$ cat src/rtl/cpu_int_sequencer.sv
// Interrupt acknowledge sequencer: ACK strobes, return-address push,
// vector load, plus the interrupt master enable and HALT wake logic.
module cpu_int_sequencer #(
  parameter int unsigned ACK_CYCLES = 4
) (
  input  logic        clock,
  input  logic        reset,
  input  logic        int_n,
  input  logic [7:0]  jump_addr,
  output logic        m1_n,
  output logic        iorq_n,
  input  logic        instr_boundary,
  input  logic        halt,
  input  logic        ei,
  input  logic        di,
  input  logic        reti,
  input  logic [15:0] pc,
  output logic        stall,
  output logic        push_req,
  output logic [15:0] push_data,
  input  logic        push_ack,
  output logic        pc_load,
  output logic [15:0] pc_new,
  output logic        ime,
  output logic        halt_wake
);

  typedef enum logic [2:0] {
    IDLE,
    ACK,
    RELEASE,
    PUSH,
    VECTOR
  } state_t;

  localparam logic [3:0] CNT_LOAD = 4'(ACK_CYCLES - 1);

  state_t      state_q;
  state_t      state_d;
  logic [3:0]  cnt_q;
  logic [7:0]  jaddr_q;
  logic        ei_pend_q;
  logic        wake_prev_q;
  logic        in_idle;
  logic        take;
  logic        wake_cond;

  assign in_idle   = (state_q == IDLE);
  assign take      = in_idle & ime & ~int_n
                   & (instr_boundary | halt);
  assign wake_cond = in_idle & halt & ~int_n;

  // State register
  always_ff @(posedge clock or posedge reset) begin
    if (reset) state_q <= IDLE;
    else       state_q <= state_d;
  end

  // Next state and per-state strobes
  always_comb begin
    state_d  = state_q;
    m1_n     = 1'b1;
    iorq_n   = 1'b1;
    stall    = 1'b0;
    push_req = 1'b0;
    pc_load  = 1'b0;
    pc_new   = 16'h0000;
    case (state_q)
      IDLE: begin
        if (take) state_d = ACK;
      end
      ACK: begin
        m1_n   = 1'b0;
        iorq_n = 1'b0;
        stall  = 1'b1;
        if (cnt_q == 4'd0) state_d = RELEASE;
      end
      RELEASE: begin
        stall   = 1'b1;
        state_d = PUSH;
      end
      PUSH: begin
        stall    = 1'b1;
        push_req = 1'b1;
        if (push_ack) state_d = VECTOR;
      end
      VECTOR: begin
        stall   = 1'b1;
        pc_load = 1'b1;
        pc_new  = {8'h00, jaddr_q};
        state_d = IDLE;
      end
      default: state_d = IDLE;
    endcase
  end

  // Latch vector and return address on accept; run ACK counter
  always_ff @(posedge clock or posedge reset) begin
    if (reset) begin
      cnt_q     <= 4'd0;
      jaddr_q   <= 8'h00;
      push_data <= 16'h0000;
    end else if (take) begin
      cnt_q     <= CNT_LOAD;
      jaddr_q   <= jump_addr;
      push_data <= pc;
    end else if (state_q == ACK && cnt_q != 4'd0) begin
      cnt_q <= cnt_q - 4'd1;
    end
  end

  // Master enable: decoder pulses only honoured while idle
  always_ff @(posedge clock or posedge reset) begin
    if (reset) begin
      ime       <= 1'b0;
      ei_pend_q <= 1'b0;
    end else if (in_idle) begin
      if (take || di) begin
        ime       <= 1'b0;
        ei_pend_q <= 1'b0;
      end else if (reti) begin
        ime <= 1'b1;
      end else if (ei) begin
        ei_pend_q <= 1'b1;
      end else if (ei_pend_q && instr_boundary) begin
        ime       <= 1'b1;
        ei_pend_q <= 1'b0;
      end
    end
  end

  // One wake pulse per onset of a pending request while halted
  always_ff @(posedge clock or posedge reset) begin
    if (reset) begin
      halt_wake   <= 1'b0;
      wake_prev_q <= 1'b0;
    end else begin
      halt_wake   <= wake_cond & ~wake_prev_q;
      wake_prev_q <= wake_cond;
    end
  end

endmodule

$ cat config.mk
export PLATFORM = sky130hd
export DESIGN_NAME = cpu_int_sequencer
export DESIGN_NICKNAME = d
export VERILOG_FILES = /design/src/rtl/cpu_int_sequencer.sv
export SDC_FILE = /design/constraint.sdc
export NUM_CORES = 1
export LEC_CHECK = 0
export CAP_MARGIN = 30
export CORE_UTILIZATION = 43
export CTS_BUF_LIST = sky130_fd_sc_hd__clkbuf_4
export DETAILED_ROUTE_END_ITERATION = 12
export GPL_TIMING_DRIVEN = 0
export PLACE_DENSITY = 0.82
export SLEW_MARGIN = 20
export SYNTH_ARGS = -nofsm -noshare
export SYNTH_HDL_FRONTEND = slang
export SYNTH_SLANG_ARGS = --single-unit
export TNS_END_PERCENT = 5
$ cat constraint.sdc
create_clock -name clock -period 4.9 [get_ports clock]
set_clock_uncertainty 0.05 [all_clocks]
set_input_delay 0.98 -clock clock [delete_from_list [all_inputs] [get_ports clock]]
set_output_delay 0.98 -clock clock [all_outputs]
set_load 0.005 [all_outputs]
==> run_results.csv, run 1 <==
group,metric,value,unit
status,status,"finished clean",
clock_tree,cts_buffer_depth,2,
synthesis,ys_ff_latch,35,
clock_tree,cts_inserted_buffers,5,
synthesis,synth_area_leader_cell,"dfrtp_1",
finish,nets,248,
clock_tree,post_cts_buffers,0,
synthesis,yosys_warnings,0,
pwr,peakVddDrop,0.0002548,V
floorplan,die_w,63.86,um
routing,vias_per_cell,4.905,
placed_design,portBuffers,63,
floorplan,design.core.area,3661,sq um
finish,final_layout_size_suffix_gt1_frac,0.2196,
timing,hold_violations,0,
routing,wire_per_inst,13.80,um
global_route,grt_overflow,0,
timing,period_share,0.6166,
timing,fmaxAchievable,331.0,MHz
clock_tree,clkTransAtPathRegs,0.11,ns
pwr,power.switching,391.8,uW
floorplan,pin_count,72,
pwr,seq_power_share,0.414,
routing,via_count,1285,
synthesis,synth_cells,136,
synthesis,synth.distinct_cells,33,
clock_tree,clkSinkCount,35,
synthesis,synthTopCellsByArea,"dfrtp_1 53%, mux2_2 16%, buf_4 4.1%",
synthesis,synth_area,1645,sq um
placed_design,hpwl,2756,um
global_route,grt_pass1_vias,1300,
floorplan,die-area,4077,sq um
timing,rsz0062_at_grt,"no",
pwr,combPwrFrac,0.458,
flow_run,timing.max_cap.violations,0,
synthesis,synth.most_common_cell,"dfrtp_1",
setup_path,cp-start-kind,"register",
setup_path,crit_type,"register to primary output",
min_path,hold_path.class,"register to register",
synthesis,synth_common_cells,"35 x dfrtp_1, 23 x mux2_2, 9 x and3_1, 9 x buf_4",
clock_tree,cts_tree,"yes",
pwr,power.density,510.0,nW/um^2
pwr,internal-power,842.3,uW
setup_path,endpoint_kind,"primary output",
finish,diodes,0,
pwr,sw_frac_of_total,0.3175,
finish,final_cells,262,
timing,max_slew.worst_pin.slew,0.7302,ns
timing,slew_headroom,0.5125,
synthesis,synth_edf_count,0,
synthesis,synthArstFlopShare,1.000,
routing,drt-initial-drc-count,33,
timing,drv_slew,0,
global_route,grtUsageTotal,0.1934,
timing,tns,0,ns
routing,drtAntennaViolNets,0,
synthesis,synth.avg_cell_area,12.10,sq um
synthesis,ys.flop_type,"dfrtp_1",
clock_tree,cts_resized,0,
setup_path,path_max_fanout,10,
floorplan,initial_core_util,0.4494,
setup_path,arrival,1.99,ns
global_route,grt_start_max_net_pins,36,
floorplan,fp-row-count,22,
routing,drt_wl_total,3615,um
finish,area.growth.synth_to_final,47.07,%
routing,route.detailed.drc,0,
pwr,clockPowerShare,0.128,
clock_tree,cts-hold-fix-buffers,0,
synthesis,yosysSeqAreaShare,0.5323,
timing,fin_crit,3.022,ns
pwr,report.power.total,1.234,mW
floorplan,die_h,63.86,um
routing,drt_pre_antenna_iters,4,
setup_path,critPathRequiredTime,3.87,ns
global_route,grt_pass1_wl,5954,um
timing,setup_viol_count_final,0,
global_route,antenna_found_initial,0,
placed_design,gp_congestion,0.7684,
synthesis,synth_top_area_frac,0.5323,
clock_tree,htreeDepth,2,
clock_tree,root_buffer,"clkbuf_4",
pwr,p_leak,1.079,nW
clock_tree,clock_latency,0.35,ns
placed_design,place_inst,254,
[per-stage QoR]
step           setup slack (ns)  hold slack (ns)  area (sq um)  utilization
6_report                  1.878           0.3462          2420       0.6610
2_1_floorplan             2.683           0.3277          1672            -
4_1_cts                   1.859           0.3506          2420       0.6610
5_1_grt                   1.760           0.3540          2420       0.6610
3_3_place_gp              2.098           0.3358          2362       0.6452
3_5_place_dp              2.064           0.3376          2362       0.6452
[per-layer routing]
layer	global-route usage	vias up	part of all wire
li1	-	616	-
met1	0.2104	616	0.39
met2	0.3338	47	0.53
met3	0.06071	6	0.059
met4	0.1023	0	0.018
met5	0	-	0
[flip-flops by register name, indices dropped and copies added, names as in the netlist]
signal / count
jaddr_q: 8
push_data: 16
wake_prev_q: 1
state_q: 3
ei_pend_q: 1
ime: 1
halt_wake: 1
cnt_q: 4
[cell type report]
cell class / count / area [sq um]
plain buffers: 13 / 97.59
clock buffers: 6 / 45.04
clock inverters: 2 / 12.51
fillers: 285 / 1241
inverters: 8 / 30.03
multi-input cells: 87 / 668.1
flip-flops and latches: 35 / 875.8
well taps: 48 / 60.06
repair buffers: 63 / 630.6
[critical path: stages (launching register included)]
cell and delay, ns:
dfrtp_1 0.46, nor2_1 0.16, clkbuf_1 0.31, and3_1 0.21, clkdlybuf4s50_1 0.51
[placed cells by master (no fill, tap or decap), types with 2 or more instances in the layout]
cell / netlist / final
a21oi_1: 3 / 3
and2_1: 2 / 2
and3_1: 9 / 9
buf_4: 9 / 9
buf_6: 2 / 2
clkbuf_1: 2 / 2
clkbuf_4: 0 / 6
clkdlybuf4s50_1: 0 / 63
conb_1: 1 / 8
dfrtp_1: 35 / 35
ha_1: 2 / 2
inv_1: 8 / 7
mux2_2: 23 / 23
nand2_1: 3 / 3
nor2_1: 4 / 4
nor2b_1: 2 / 2
nor3_1: 2 / 2
nor3b_1: 2 / 2
o211ai_1: 2 / 2
o21ai_0: 8 / 8
or3_1: 2 / 2
or4_1: 2 / 2
[cells by family (layout without fill, tap and decap cells)]
logic type | after synthesis | count (layout) | synth area share
and+or+nand+nor | 35 | 35 | 0.1392
muxes | 24 | 24 | 0.1643
xor gates and xnor gates | 1 | 1 | 0.005324
DFF | 35 | 35 | 0.5323
adders and majority gates | 2 | 2 | 0.01521
AOI/OAI and AO/OA | 17 | 17 | 0.06388
buffers and inverters | 21 | 92 | 0.07757
other | 1 | 8 | 0.002279
[power by group through the flow]
stage               Sequential (mW)  Clock, mW  Combinational (mW)
floorplan                     0.504          0               0.287
global placement              0.504          0               0.542
detailed placement            0.517          0               0.570
CTS                           0.511      0.165               0.572
global route                  0.525      0.174               0.620
finish                        0.511      0.158               0.566
[final timing paths]
check | depth (start not counted) | slack, ns | to | from
max in group asynchronous | 2 | 3.31 | cnt_q[3]$_DFFE_PP0P_ | reset
worst max-delay path | 4 | 1.88 | pc_new[3] | state_q[1]$_DFFE_PP0P_
worst min-delay path | 1 | 0.35 | halt_wake$_DFF_PP0_ | wake_prev_q$_DFF_PP0_
worst min register to register | 1 | 0.35 | halt_wake$_DFF_PP0_ | wake_prev_q$_DFF_PP0_
worst max register to register | 4 | 2.85 | jaddr_q[1]$_DFFE_PP0P_ | state_q[1]$_DFFE_PP0P_
min in group asynchronous | 2 | 1.02 | push_data[5]$_DFFE_PP0P_ | reset
(Power assumes the default switching activity.)
==> inputs of run 2 (changes only) <==
- CORE_UTILIZATION: 43 -> 39
- PLACE_DENSITY: 0.82 -> 0.78
- clock period: 4.9 -> 2.7 ns (I/O delays scaled with it)
==> run 2 against run 1 <==
Net effect:
- sequential share of layout area down 0.056 points
- sequential cell count unchanged
- sequential power up 80%
- combinational power up 78%
==> run_results.csv, run 2 (same netlist as run 1, synthesis figures left out) <==
group,metric,value,unit
clock_tree,cts_inserted_buffers,5,
pwr,peakVddDrop,0.0005632,V
routing,drt_wl_total,3493,um
routing,route.detailed.drc,0,
setup_path,critical_path.startpoint,"state_q[1]$_DFFE_PP0P_",
clock_tree,cts_resized,0,
floorplan,die_w,66.95,um
routing,drt_pre_antenna_iters,4,
setup_path,cp-start-kind,"register",
pwr,report.power.total,2.220,mW
timing,whs,0.3716,ns
finish,nets,248,
min_path,hold_end,"halt_wake$_DFF_PP0_",
clock_tree,cts_tree,"yes",
finish,finalCoreUtilization,0.6016,
global_route,grt_overflow,0,
setup_path,r2r_start,"state_q[1]$_DFFE_PP0P_",
min_path,hold_path.class,"register to register",
global_route,antenna_found_initial,0,
finish,fill_cells,361,
placed_design,hpwl,2576,um
clock_tree,htreeDepth,2,
setup_path,critPathMaxStageDelay,0.51,ns
floorplan,pin_count,72,
finish,diodes,0,
routing,drt-initial-drc-count,43,
finish,area.growth.synth_to_final,47.30,%
min_path,min_from,"wake_prev_q$_DFF_PP0_",
pwr,power.density,916.1,nW/um^2
global_route,met2_usage,0.2639,
clock_tree,clock_latency,0.33,ns
setup_path,reg2reg_setup_slack,0.63,ns
setup_path,crit_type,"register to primary output",
setup_path,cp_slowest_cell,"clkdlybuf4s50_1",
timing,drv_slew,0,
timing,setup_ws,0.2254,ns
finish,final_area,2424,sq um
setup_path,endpoint_kind,"primary output",
setup_path,r2r.worst_path.cells,4,
min_path,hold_depth,1,
routing,drtAntennaViolNets,0,
finish,final_common_cell,"clkdlybuf4s50_1",
placed_design,place_inst,256,
finish,multiInputGateArea,668.1,sq um
timing,max_slew.worst_pin.slew,0.7315,ns
routing,wire_per_inst,13.23,um
routing,via_count,1257,
status,status,"finished clean",
finish,largest_reg_flops,16,
finish,final_layout_size_suffix_gt1_frac,0.2290,
timing,period_share,0.9165,
finish,reg_top3,"push_data: 16 flops, jaddr_q: 8 flops, cnt_q: 4 flops",
global_route,grtUsageTotal,0.1679,
global_route,met3_usage,0.05308,
floorplan,initial_core_util,0.4084,
timing,rsz0062_at_grt,"no",
floorplan,die_h,66.95,um
timing,hold_violations,0,
global_route,grt-busiest-layer,"met2",
finish,final_cells,264,
clock_tree,cts_buffer_depth,2,
global_route,grt_pass1_wl,5568,um
finish,most-common-layout-cells,"63 x clkdlybuf4s50_1, 35 x dfrtp_1, 23 x mux2_2",
timing,fin_crit,2.475,ns
global_route,grt_start_max_net_pins,36,
flow_run,timing.max_cap.violations,0,
global_route,grt_pass1_vias,1239,
clock_tree,root_buffer,"clkbuf_4",
placed_design,dpl_worst_slack,0.2847,ns
setup_path,crit_chain,"nor2_1 > clkbuf_2 > and3_1 > clkdlybuf4s50_1",
setup_path,critPathRequiredTime,2.11,ns
clock_tree,post_cts_buffers,0,
setup_path,critPathBufInv,2,
placed_design,gp_congestion,0.7670,
placed_design,portBuffers,63,
timing,setup_viol_count_final,0,
floorplan,die-area,4482,sq um
timing,slew_headroom,0.5116,
finish,regArea,875.8,sq um
finish,regMostFlops,"push_data",
placed_design,placed_area,2365,sq um
floorplan,design.core.area,4029,sq um
setup_path,arrival,1.88,ns
clock_tree,clkTransAtPathRegs,0.11,ns
clock_tree,clkSinkCount,35,
setup_path,reg2reg_to,"push_data[12]$_DFFE_PP0P_",
setup_path,crit_family,"buffers and inverters",
timing,tns,0,ns
global_route,use_met1,0.2133,
clock_tree,cts-hold-fix-buffers,0,
floorplan,fp-row-count,23,
timing,fmaxAchievable,404.1,MHz
setup_path,path_max_fanout,10,
pwr,p_leak,1.076,nW
routing,vias_per_cell,4.761,
run 2: layout make-up:
type,count,share of cell area
sequential,35,0.3614
buffer,13,0.04078
tap,50,0.02581
timing repair buffer,63,0.2602
clock buffer,5,0.01549
clock inverter,3,0.008260
multi-input combinational,87,0.2757
inverter,8,0.01239
run 2: worst reg2reg max path, stage by stage (launching register included):
cell,delay (ns)
dfrtp_1,0.47
or3_4,0.45
nor3_4,0.44
buf_6,0.22
mux2_2,0.34
run 2: routing by layer:
| metal | vias to the layer above | part of all wire |
|---|---|---|
| li1 | 609 | - |
| met1 | 598 | 0.44 |
| met2 | 43 | 0.48 |
| met3 | 7 | 0.070 |
| met4 | 0 | 0.011 |
| met5 | - | 0 |
run 2: worst max-delay path by stage:
stage | depth (start not counted) | slack, ns | to
after global placement | 5 | 0.31 | push_data[9]$_DFFE_PP0P_
after CTS | 4 | 0.09 | pc_new[6]
after global routing | 4 | 0.08 | pc_new[6]
final | 4 | 0.23 | pc_new[6]
after floorplan | 4 | 0.82 | jaddr_q[0]$_DFFE_PP0P_
after detailed placement | 5 | 0.28 | jaddr_q[2]$_DFFE_PP0P_
run 2: power by group:
group	internal [mW]	total, mW	switching [mW]
clock network	0.0995	0.286	0.187
logic	0.649	1.01	0.364
registers	0.768	0.921	0.153
total	1.52	2.22	0.703
